## src/rtl/sfx_scheduler_if.sv

```systemverilog
// Sound-effect scheduler bus: game state, requests and BGM in,
// mixed per-channel tone frequencies and effect status out.
interface sfx_scheduler_if;
    logic [3:0]  state;
    logic [3:0]  sfx_req;
    logic [31:0] bgm_l;
    logic [31:0] bgm_r;
    logic [31:0] freqL;
    logic [31:0] freqR;
    logic        busy;
    logic [1:0]  cur_id;

    modport master (
        output state, sfx_req, bgm_l, bgm_r,
        input  freqL, freqR, busy, cur_id
    );

    modport slave (
        input  state, sfx_req, bgm_l, bgm_r,
        output freqL, freqR, busy, cur_id
    );
endinterface

```

## src/rtl/sfx_scheduler.sv

```systemverilog
// Fixed-priority sound-effect scheduler with a single pending slot.
// A playing effect overrides BGM on both channels with a 4-note table.
module sfx_scheduler #(
    parameter int unsigned NOTE_CYCLES = 5_000_000
) (
    input  logic           clk,
    input  logic           rst,
    sfx_scheduler_if.slave bus
);

    localparam int CW = (NOTE_CYCLES > 1) ? $clog2(NOTE_CYCLES) : 1;
    localparam logic [CW-1:0] CNT_LAST = CW'(NOTE_CYCLES - 1);

    typedef enum logic {
        IDLE,
        PLAY
    } fsm_t;

    fsm_t          fsm_q, fsm_d;
    logic [1:0]    cur_q, cur_d;
    logic [1:0]    note_q, note_d;
    logic [CW-1:0] cnt_q, cnt_d;
    logic          pend_valid_q, pend_valid_d;
    logic [1:0]    pend_id_q, pend_id_d;
    logic [3:0]    prev_q;

    logic          gameplay;
    logic          abort;
    logic          req_ok;
    logic [1:0]    win;
    logic          note_end;
    logic          pv_upd;
    logic [1:0]    pid_upd;

    // Note table; silence is encoded as 1 Hz.
    function automatic logic [31:0] note_freq(
        input logic [1:0] id,
        input logic [1:0] n
    );
        logic [31:0] f;
        case ({id, n})
            4'b00_00: f = 32'd523;
            4'b00_01: f = 32'd659;
            4'b00_10: f = 32'd784;
            4'b01_00: f = 32'd988;
            4'b01_01: f = 32'd1319;
            4'b10_00: f = 32'd196;
            4'b10_01: f = 32'd147;
            4'b11_00: f = 32'd523;
            4'b11_01: f = 32'd659;
            4'b11_10: f = 32'd784;
            4'b11_11: f = 32'd1047;
            default:  f = 32'd1;
        endcase
        return f;
    endfunction

    assign gameplay = (bus.state == 4'd2) ||
                      (bus.state == 4'd4) ||
                      (bus.state == 4'd6);
    assign abort    = (bus.state != prev_q);
    assign req_ok   = gameplay && !abort && (|bus.sfx_req);
    assign note_end = (cnt_q == CNT_LAST);

    // Highest set request bit wins; lower bits are simply dropped.
    always_comb begin
        win = 2'd0;
        if (bus.sfx_req[3])
            win = 2'd3;
        else if (bus.sfx_req[2])
            win = 2'd2;
        else if (bus.sfx_req[1])
            win = 2'd1;
    end

    // Lower-priority request during playback may claim the pending slot.
    always_comb begin
        pv_upd  = pend_valid_q;
        pid_upd = pend_id_q;
        if (fsm_q == PLAY && req_ok && win < cur_q &&
            (!pend_valid_q || win > pend_id_q)) begin
            pv_upd  = 1'b1;
            pid_upd = win;
        end
    end

    // Next-state: abort, then request restart, then note/sequence advance.
    always_comb begin
        fsm_d        = fsm_q;
        cur_d        = cur_q;
        note_d       = note_q;
        cnt_d        = cnt_q;
        pend_valid_d = pend_valid_q;
        pend_id_d    = pend_id_q;
        if (abort) begin
            fsm_d        = IDLE;
            cur_d        = 2'd0;
            note_d       = 2'd0;
            cnt_d        = '0;
            pend_valid_d = 1'b0;
        end else begin
            case (fsm_q)
                IDLE: begin
                    if (req_ok) begin
                        fsm_d  = PLAY;
                        cur_d  = win;
                        note_d = 2'd0;
                        cnt_d  = '0;
                    end
                end
                PLAY: begin
                    pend_valid_d = pv_upd;
                    pend_id_d    = pid_upd;
                    if (req_ok && win >= cur_q) begin
                        cur_d  = win;
                        note_d = 2'd0;
                        cnt_d  = '0;
                    end else if (note_end) begin
                        cnt_d = '0;
                        if (note_q == 2'd3) begin
                            note_d = 2'd0;
                            if (pv_upd) begin
                                cur_d        = pid_upd;
                                pend_valid_d = 1'b0;
                            end else begin
                                fsm_d = IDLE;
                                cur_d = 2'd0;
                            end
                        end else begin
                            note_d = note_q + 2'd1;
                        end
                    end else begin
                        cnt_d = cnt_q + CW'(1);
                    end
                end
                default: begin
                    fsm_d = IDLE;
                    cur_d = 2'd0;
                end
            endcase
        end
    end

    // State registers; prev_state tracks the game state every cycle.
    always_ff @(posedge clk) begin
        if (rst) begin
            fsm_q        <= IDLE;
            cur_q        <= 2'd0;
            note_q       <= 2'd0;
            cnt_q        <= '0;
            pend_valid_q <= 1'b0;
            pend_id_q    <= 2'd0;
            prev_q       <= 4'd0;
        end else begin
            fsm_q        <= fsm_d;
            cur_q        <= cur_d;
            note_q       <= note_d;
            cnt_q        <= cnt_d;
            pend_valid_q <= pend_valid_d;
            pend_id_q    <= pend_id_d;
            prev_q       <= bus.state;
        end
    end

    // Output mix: BGM passthrough when idle, table note when playing.
    always_comb begin
        bus.busy   = (fsm_q == PLAY);
        bus.cur_id = cur_q;
        bus.freqL  = bus.bgm_l;
        bus.freqR  = bus.bgm_r;
        if (fsm_q == PLAY) begin
            bus.freqL = note_freq(cur_q, note_q);
            bus.freqR = note_freq(cur_q, note_q);
        end
    end

endmodule

```

## src/flat_wrapper.sv

```systemverilog
// flat-port wrapper written by rule: the top's interface ports become plain ports
module sfx_scheduler_flat 
#(
    parameter int unsigned NOTE_CYCLES = 5_000_000
)
  (clk, rst, bus_state, bus_sfx_req, bus_bgm_l, bus_bgm_r, bus_freqL, bus_freqR, bus_busy, bus_cur_id);
  sfx_scheduler_if bus_i ();
  input  logic clk;
  input  logic rst;
  input wire logic [$bits(bus_i.state)-1:0] bus_state;
  input wire logic [$bits(bus_i.sfx_req)-1:0] bus_sfx_req;
  input wire logic [$bits(bus_i.bgm_l)-1:0] bus_bgm_l;
  input wire logic [$bits(bus_i.bgm_r)-1:0] bus_bgm_r;
  output wire logic [$bits(bus_i.freqL)-1:0] bus_freqL;
  output wire logic [$bits(bus_i.freqR)-1:0] bus_freqR;
  output wire logic [$bits(bus_i.busy)-1:0] bus_busy;
  output wire logic [$bits(bus_i.cur_id)-1:0] bus_cur_id;
  assign bus_i.state = bus_state;
  assign bus_i.sfx_req = bus_sfx_req;
  assign bus_i.bgm_l = bus_bgm_l;
  assign bus_i.bgm_r = bus_bgm_r;
  assign bus_freqL = bus_i.freqL;
  assign bus_freqR = bus_i.freqR;
  assign bus_busy = bus_i.busy;
  assign bus_cur_id = bus_i.cur_id;
  sfx_scheduler #(.NOTE_CYCLES(NOTE_CYCLES)) u_core (.clk(clk), .rst(rst), .bus(bus_i));
endmodule
```

## config.mk

```make
export PLATFORM = sky130hd
export DESIGN_NAME = sfx_scheduler_flat
export DESIGN_NICKNAME = d
export VERILOG_FILES = /design/src/rtl/sfx_scheduler_if.sv /design/src/rtl/sfx_scheduler.sv /design/src/flat_wrapper.sv
export SDC_FILE = /design/constraint.sdc
export NUM_CORES = 1
export LEC_CHECK = 0
export ABC_AREA = 1
export BUFFER_PORTS_ARGS = -buffer_cell sky130_fd_sc_hd__buf_4
export CAP_MARGIN = 25
export CORE_MARGIN = 4
export CORE_UTILIZATION = 52
export DETAILED_ROUTE_END_ITERATION = 16
export PLACE_DENSITY_LB_ADDON = 0.3
export SLEW_MARGIN = 40
export SYNTH_ARGS = -nofsm -noshare
export SYNTH_HDL_FRONTEND = slang
export SYNTH_SLANG_ARGS = --single-unit
```

## constraint.sdc

```tcl
create_clock -name clk -period 2.9 [get_ports clk]
set_input_delay 0.58 -clock clk [delete_from_list [all_inputs] [get_ports clk]]
set_output_delay 0.58 -clock clk [all_outputs]
set_load 0.01 [all_outputs]
```

Word level (Yosys, flattened, before mapping)
Memories as Yosys holds them, arrays and structs flattened.
Cells that the tools add are included.
- register bits: 35
- bits in latches: 0
- RAM bits: 0
- ROM bits: 352
- word-level logic and storage cells: 72
- memories: 2
- memory list (memory ; words ; width ; read ports ; clocked after Yosys merged registers in ; write ports ; RTL line ; source):
    (no name shown) ; 16 ; 11 ; 1 ; 0 ; 0 ; sfx_scheduler.sv:41 ; case ({id, n})
    (no name shown) ; 16 ; 11 ; 1 ; 0 ; 0 ; sfx_scheduler.sv:41 ;
- add/subtract/negate cells: 2
- $mul: 0
- divide/modulo/power cells: 0
- $lt $le $gt $ge: 3
- eq/ne operators: 9
- shift-type cells: 0
- muxes and demuxes: 31
- bitwise operators: 2
- reduce and logical (&&, ||, !) cells: 16
- operator list (operator ; count):
    2-to-1 mux 23 bit ; 3
    2-to-1 mux 32 bit ; 2
    one-hot mux 23 bit (2 select lines) ; 1
    2-to-1 mux 2 bit ; 12
    adder 23 x 1 -> 23 bit, second input constant ; 1
    == test 23 bit, second input constant ; 1
    2-to-1 mux 1 bit ; 10
    == test 4 x 3 -> 1 bit, second input constant ; 2
    one-hot mux 2 bit (2 select lines) ; 2
    logical AND 1 bit ; 6
    != test 3 bit, second input constant ; 2
    == test 4 x 2 -> 1 bit, second input constant ; 1
    != test 4 bit ; 1
    AND reduction 2 bit ; 2
    OR reduction 4 bit ; 1
    logical OR 1 bit ; 3
    AND reduction 3 bit ; 1
    adder 2 x 1 -> 2 bit, second input constant ; 1
    == test 2 bit, second input constant ; 1
    >= comparator 2 bit ; 1
    greater-than comparator 2 bit ; 1
    zero test 1 bit ; 2
    less-than comparator 2 bit ; 1
    != test 2 x 1 -> 1 bit, second input constant ; 1
    other kinds (3) ; 4

Longest topological paths before layout
- word-level depth: 14
- mapped depth: 13
- gate-level depth less buffers: 13

Worst setup path after synthesis
OpenSTA, ideal clock, no wires.
- path kind: input-to-reg
- start: in bus_sfx_req[2]
- end: reg u_core.cnt_q[6]
- library setup time: 0.070 ns
- data arrival time: 1.925 ns
- required time: 2.830 ns
- slack: 0.905 ns
- stages on the path: 11
- buffers on the path: 1
- path through: nor2_1 inv_1 ha_1 a21oi_1 nand2_1 nand3_2 nand3_2 inv_2 buf_6 nand2_1 a21oi_1
- longest elaborated chain between the ends: 6
- elaborated cells on any way between the ends: 9
- RTL lines (what ; RTL line ; source):
    from (decl) ; flat_wrapper.sv:11 ; input wire logic [$bits(bus_i.sfx_req)-1:0] bus_sfx_req;
    2-to-1 mux 2 bit ; sfx_scheduler.sv:70 ; else if (bus.sfx_req[2])
    2-to-1 mux 2 bit ; sfx_scheduler.sv:68 ; if (bus.sfx_req[3])
    >= comparator 2 bit ; sfx_scheduler.sv:114 ; if (req_ok && win >= cur_q) begin
    logical AND 1 bit ; sfx_scheduler.sv:114 ;
    2-to-1 mux 23 bit ; sfx_scheduler.sv:114 ;
    one-hot mux 23 bit (2 select lines) ; sfx_scheduler.sv:102 ; case (fsm_q)
    to (signal assigned) ; sfx_scheduler.sv:158 ; cnt_q <= cnt_d;
    to (decl) ; sfx_scheduler.sv:22 ; logic [CW-1:0] cnt_q, cnt_d;
Parallel ways exist; a longest one is shown, timed or not.
A chain may end at the register's enable or synchronous reset.

Final worst setup path
- start: reg u_core.note_q[1]
- end: out bus_freqR[4]
- longest elaborated chain between the ends: 2
- RTL lines (what ; RTL line ; source):
    from (decl) ; sfx_scheduler.sv:21 ; logic [1:0] note_q, note_d;
    from (signal assigned) ; sfx_scheduler.sv:157 ; note_q <= note_d;
    memory (16 x 11 bit) ; - ;
    2-to-1 mux 32 bit ; sfx_scheduler.sv:171 ; if (fsm_q == PLAY) begin
    to (decl) ; flat_wrapper.sv:15 ; output wire logic [$bits(bus_i.freqR)-1:0] bus_freqR;
Every way passes these cells.

==> reports/metrics.cfg <==
[status]
status = finished, final reports clean

[pwr]
power_leakage_uw = 0.00224
power_uw = 1150
p_per_area_nw_per_um2 = 270
ir_worst_vdd_mv = 0.221

[global_route]
grt_max_degree = 42
grt_pass1_vias = 3370
grt_pass1_wl_um = 15100
gr-total-overflow = 0
antenna_found_initial = 0
grt_util_all_layers_pct = 24.8

[critical_path]
worstSetupEndpointType = output port
cp.required_ns = 2.32
crit_chain = inv_1 > ha_1 > nand2_1 > o21ai_0 > a22o_1 > nand2_1 > nand2_1 > buf_4
r2r-end = u_core.cnt_q[3]
crit_path_max_fanout = 6
worst-r2r-setup-slack_ns = 0.57
reg2reg_depth = 9
slowest_delay_ns = 0.43
start_kind = flip-flop
reg2reg_from = u_core.bus.cur_id[1]
critPathSlowestCell = dfxtp_1
crit_top_cell = nand2_1
crit_arrival_ns = 1.82
path_class = flip-flop to output port

[place]
placed_cell_area_sq_um = 4150
dp_hpwl_um = 7620
gp_congestion = 0.876
numPortBuffers = 140

[logic_synthesis]
postSynthCellCount = 544
ys_types = 37
async_reset_ff_share_pct = 0
synth_flop_cell = dfxtp_1
synth_fp_nets = 629
synth_warnings = 0
syn_area_sq_um = 3080
yosysSeqAreaShare_pct = 22.7
synthAdderAreaFrac_pct = 4.46
avgSynthCellArea_sq_um = 5.67
synth_top_family_by_area = simple AND/OR/NAND/NOR gates
synth_compound_area_share_pct = 8.88
synth_edf_count = 0
synthXorXnorAreaFrac_pct = 1.99
yosys_register_bits = 35
yosys.area_share.simple_pct = 47.3
synthMuxAreaShare_pct = 0

[detailed_routing]
routed_wl_um = 9570
dr_wl_met3_um = 722
routed.top_layer = met4
met1_length_um = 3700
drtAntennaViolNets = 0
vias_per_cell = 4.97
wire_per_inst_um = 12.8
route.detailed.drc = 0
met2_length_um = 4990
drt_pass1_iterations = 5
drt_iter0_markers = 253
vias = 3729

[hold_path]
worstHoldPathCells = 2
min_path_type = flip-flop to flip-flop
worst_hold_path.endpoint = u_core.cnt_q[18]
hp-start = u_core.cnt_q[18]

[floorplanning]
die_w_um = 85.0
die_area_sq_um = 7230
num_rows = 27
initial_utilization_pct = 54.7
die_h_um = 85.0
coreArea_sq_um = 5640
ios = 141

[finish]
final_area_sq_um = 4250
drive_above_1_share_pct = 27.6
utilization_pct = 75.3
diodes = 0
syn_to_final_growth_pct = 37.7
num-nets-final = 762

[sta]
final_max_slew_viol_count = 0
slew_headroom_pct = 67.7
setup_tns_ns = 0
rsz0062_at_grt = false
clock.fmax_mhz = 417
tightest_slew_ns = 0.484
skew_ns = 0.00295
setup_violations = 0
period_share_pct = 82.7
period_needed_ns = 2.40
holdWs_ns = 0.519
finalHoldViolations = 0

[run]
cap_violations = 0

[clock_tree]
cts_root_buffer = clkbuf_8
htreeDepth = 2
cts_setup_buffers = 0
clockBufferDepth = 2
insertion_delay_ns = 0.29
clk_pin_slew_ns = 0.07
cts_tree = built
cts_resized = 0
cts_hold_buf = 0
clock_sinks = 35
cts-buffers-inserted = 5

==> worst max-delay path by stage <==
stage,depth (start not counted),from,slack [ns],to
after floorplan,11,bus_sfx_req[2],0.91,u_core.cnt_q[6]
after global placement,11,bus_sfx_req[2],0.52,u_core.cnt_q[3]
after detailed placement,11,bus_sfx_req[2],0.43,u_core.cnt_q[3]
after CTS,8,u_core.note_q[0],0.49,bus_freqR[4]
after global routing,9,u_core.bus.cur_id[1],0.31,u_core.cnt_q[17]
final,8,u_core.note_q[1],0.50,bus_freqR[4]
==> power by group <==
part | leakage, uW | switching [uW] | internal [uW] | total (uW)
Combinational | 0.00191 | 119 | 148 | 267
Clock | 0.0000515 | 177 | 217 | 394
Sequential | 0.000283 | 2.07 | 483 | 486
==> metrics by stage <==
step	worst slack, ns	cells
after floorplan	0.905	544
after global placement	0.516	742
after detailed placement	0.428	742
after CTS	0.488	750
after global routing	0.314	750
final	0.503	750
==> routing by layer <==
layer  GRT usage, %  vias up
met5              0        -
met4           5.90        0
met3           4.95       18
met2           46.7      143
met1           28.5     1636
li1               -     1932
==> critical path, delay by kind of cell, from the launching register on <==
family          cells  cell delay, ns
flops               1            0.43
compound gates      2            0.31
buf+inv             2            0.28
simple gates        3            0.27
fa+ha+maj           1            0.25
==> cell families after synthesis <==
family / after synthesis
fa+ha+maj: 11
xor+xnor: 7
buf+inv: 112
flops: 35
compound gates: 50
simple gates: 329
==> layout make-up <==
cell class	count	area (sq um)
clock buffer	8	100
fill	477	1390
inverter	97	364
multi-input combinational	397	1930
sequential	35	702
tap	72	90.1
timing repair buffer	141	1060
==> cell usage after synthesis (2+ instances only) <==
cell type  instances  area, sq um
a21oi_1           28          140
nand4_1           11         68.8
clkinv_1           3         11.3
nand2_2            8         50.1
nand2_1          161          604
clkbuf_1           7         26.3
nor2_1            90          338
nor2_2             7         43.8
o211ai_1           2         15.0
nand3_2            2         20.0
xor2_1             4         35.0
inv_1             84          315
dfxtp_1           35          701
inv_2             10         37.5
o21ai_0            8         40.0
o21ai_1            5         25.0
ha_1              11          138
nor3_1             3         15.0
xnor2_1            3         26.3
nand3_1           35          175
buf_6              2         22.5
buf_2              3         15.0
buf_4              3         22.5
nor2_4             5         56.3
o21a_1             2         15.0
==> registers in the layout, summed over array words and instances, names as in the netlist <==
register             cells
u_core.cnt_q            23
u_core.prev_q            4
u_core.bus.cur_id        2
u_core.note_q            2
u_core.pend_id_q         2
u_core.bus.busy          1
u_core.pend_valid_q      1
==> layout by cell type (no fill, tap or decap), drive strengths merged <==
master	synthesis	routed
xor2	4	4
clkinv	3	3
dfxtp	35	35
o211ai	2	2
nand3	38	38
a21oi	29	29
inv	94	94
buf	8	141
nor4	1	1
nand4	11	11
nor2	103	103
nor3	5	5
clkbuf	7	8
o21bai	1	1
o21ai	13	13
ha	11	11
nor3b	1	1
nand2	170	170
o22ai	1	1
o21a	2	2
a21o	1	1
a22o	1	1
xnor2	3	3
(Power assumes the default switching activity.)
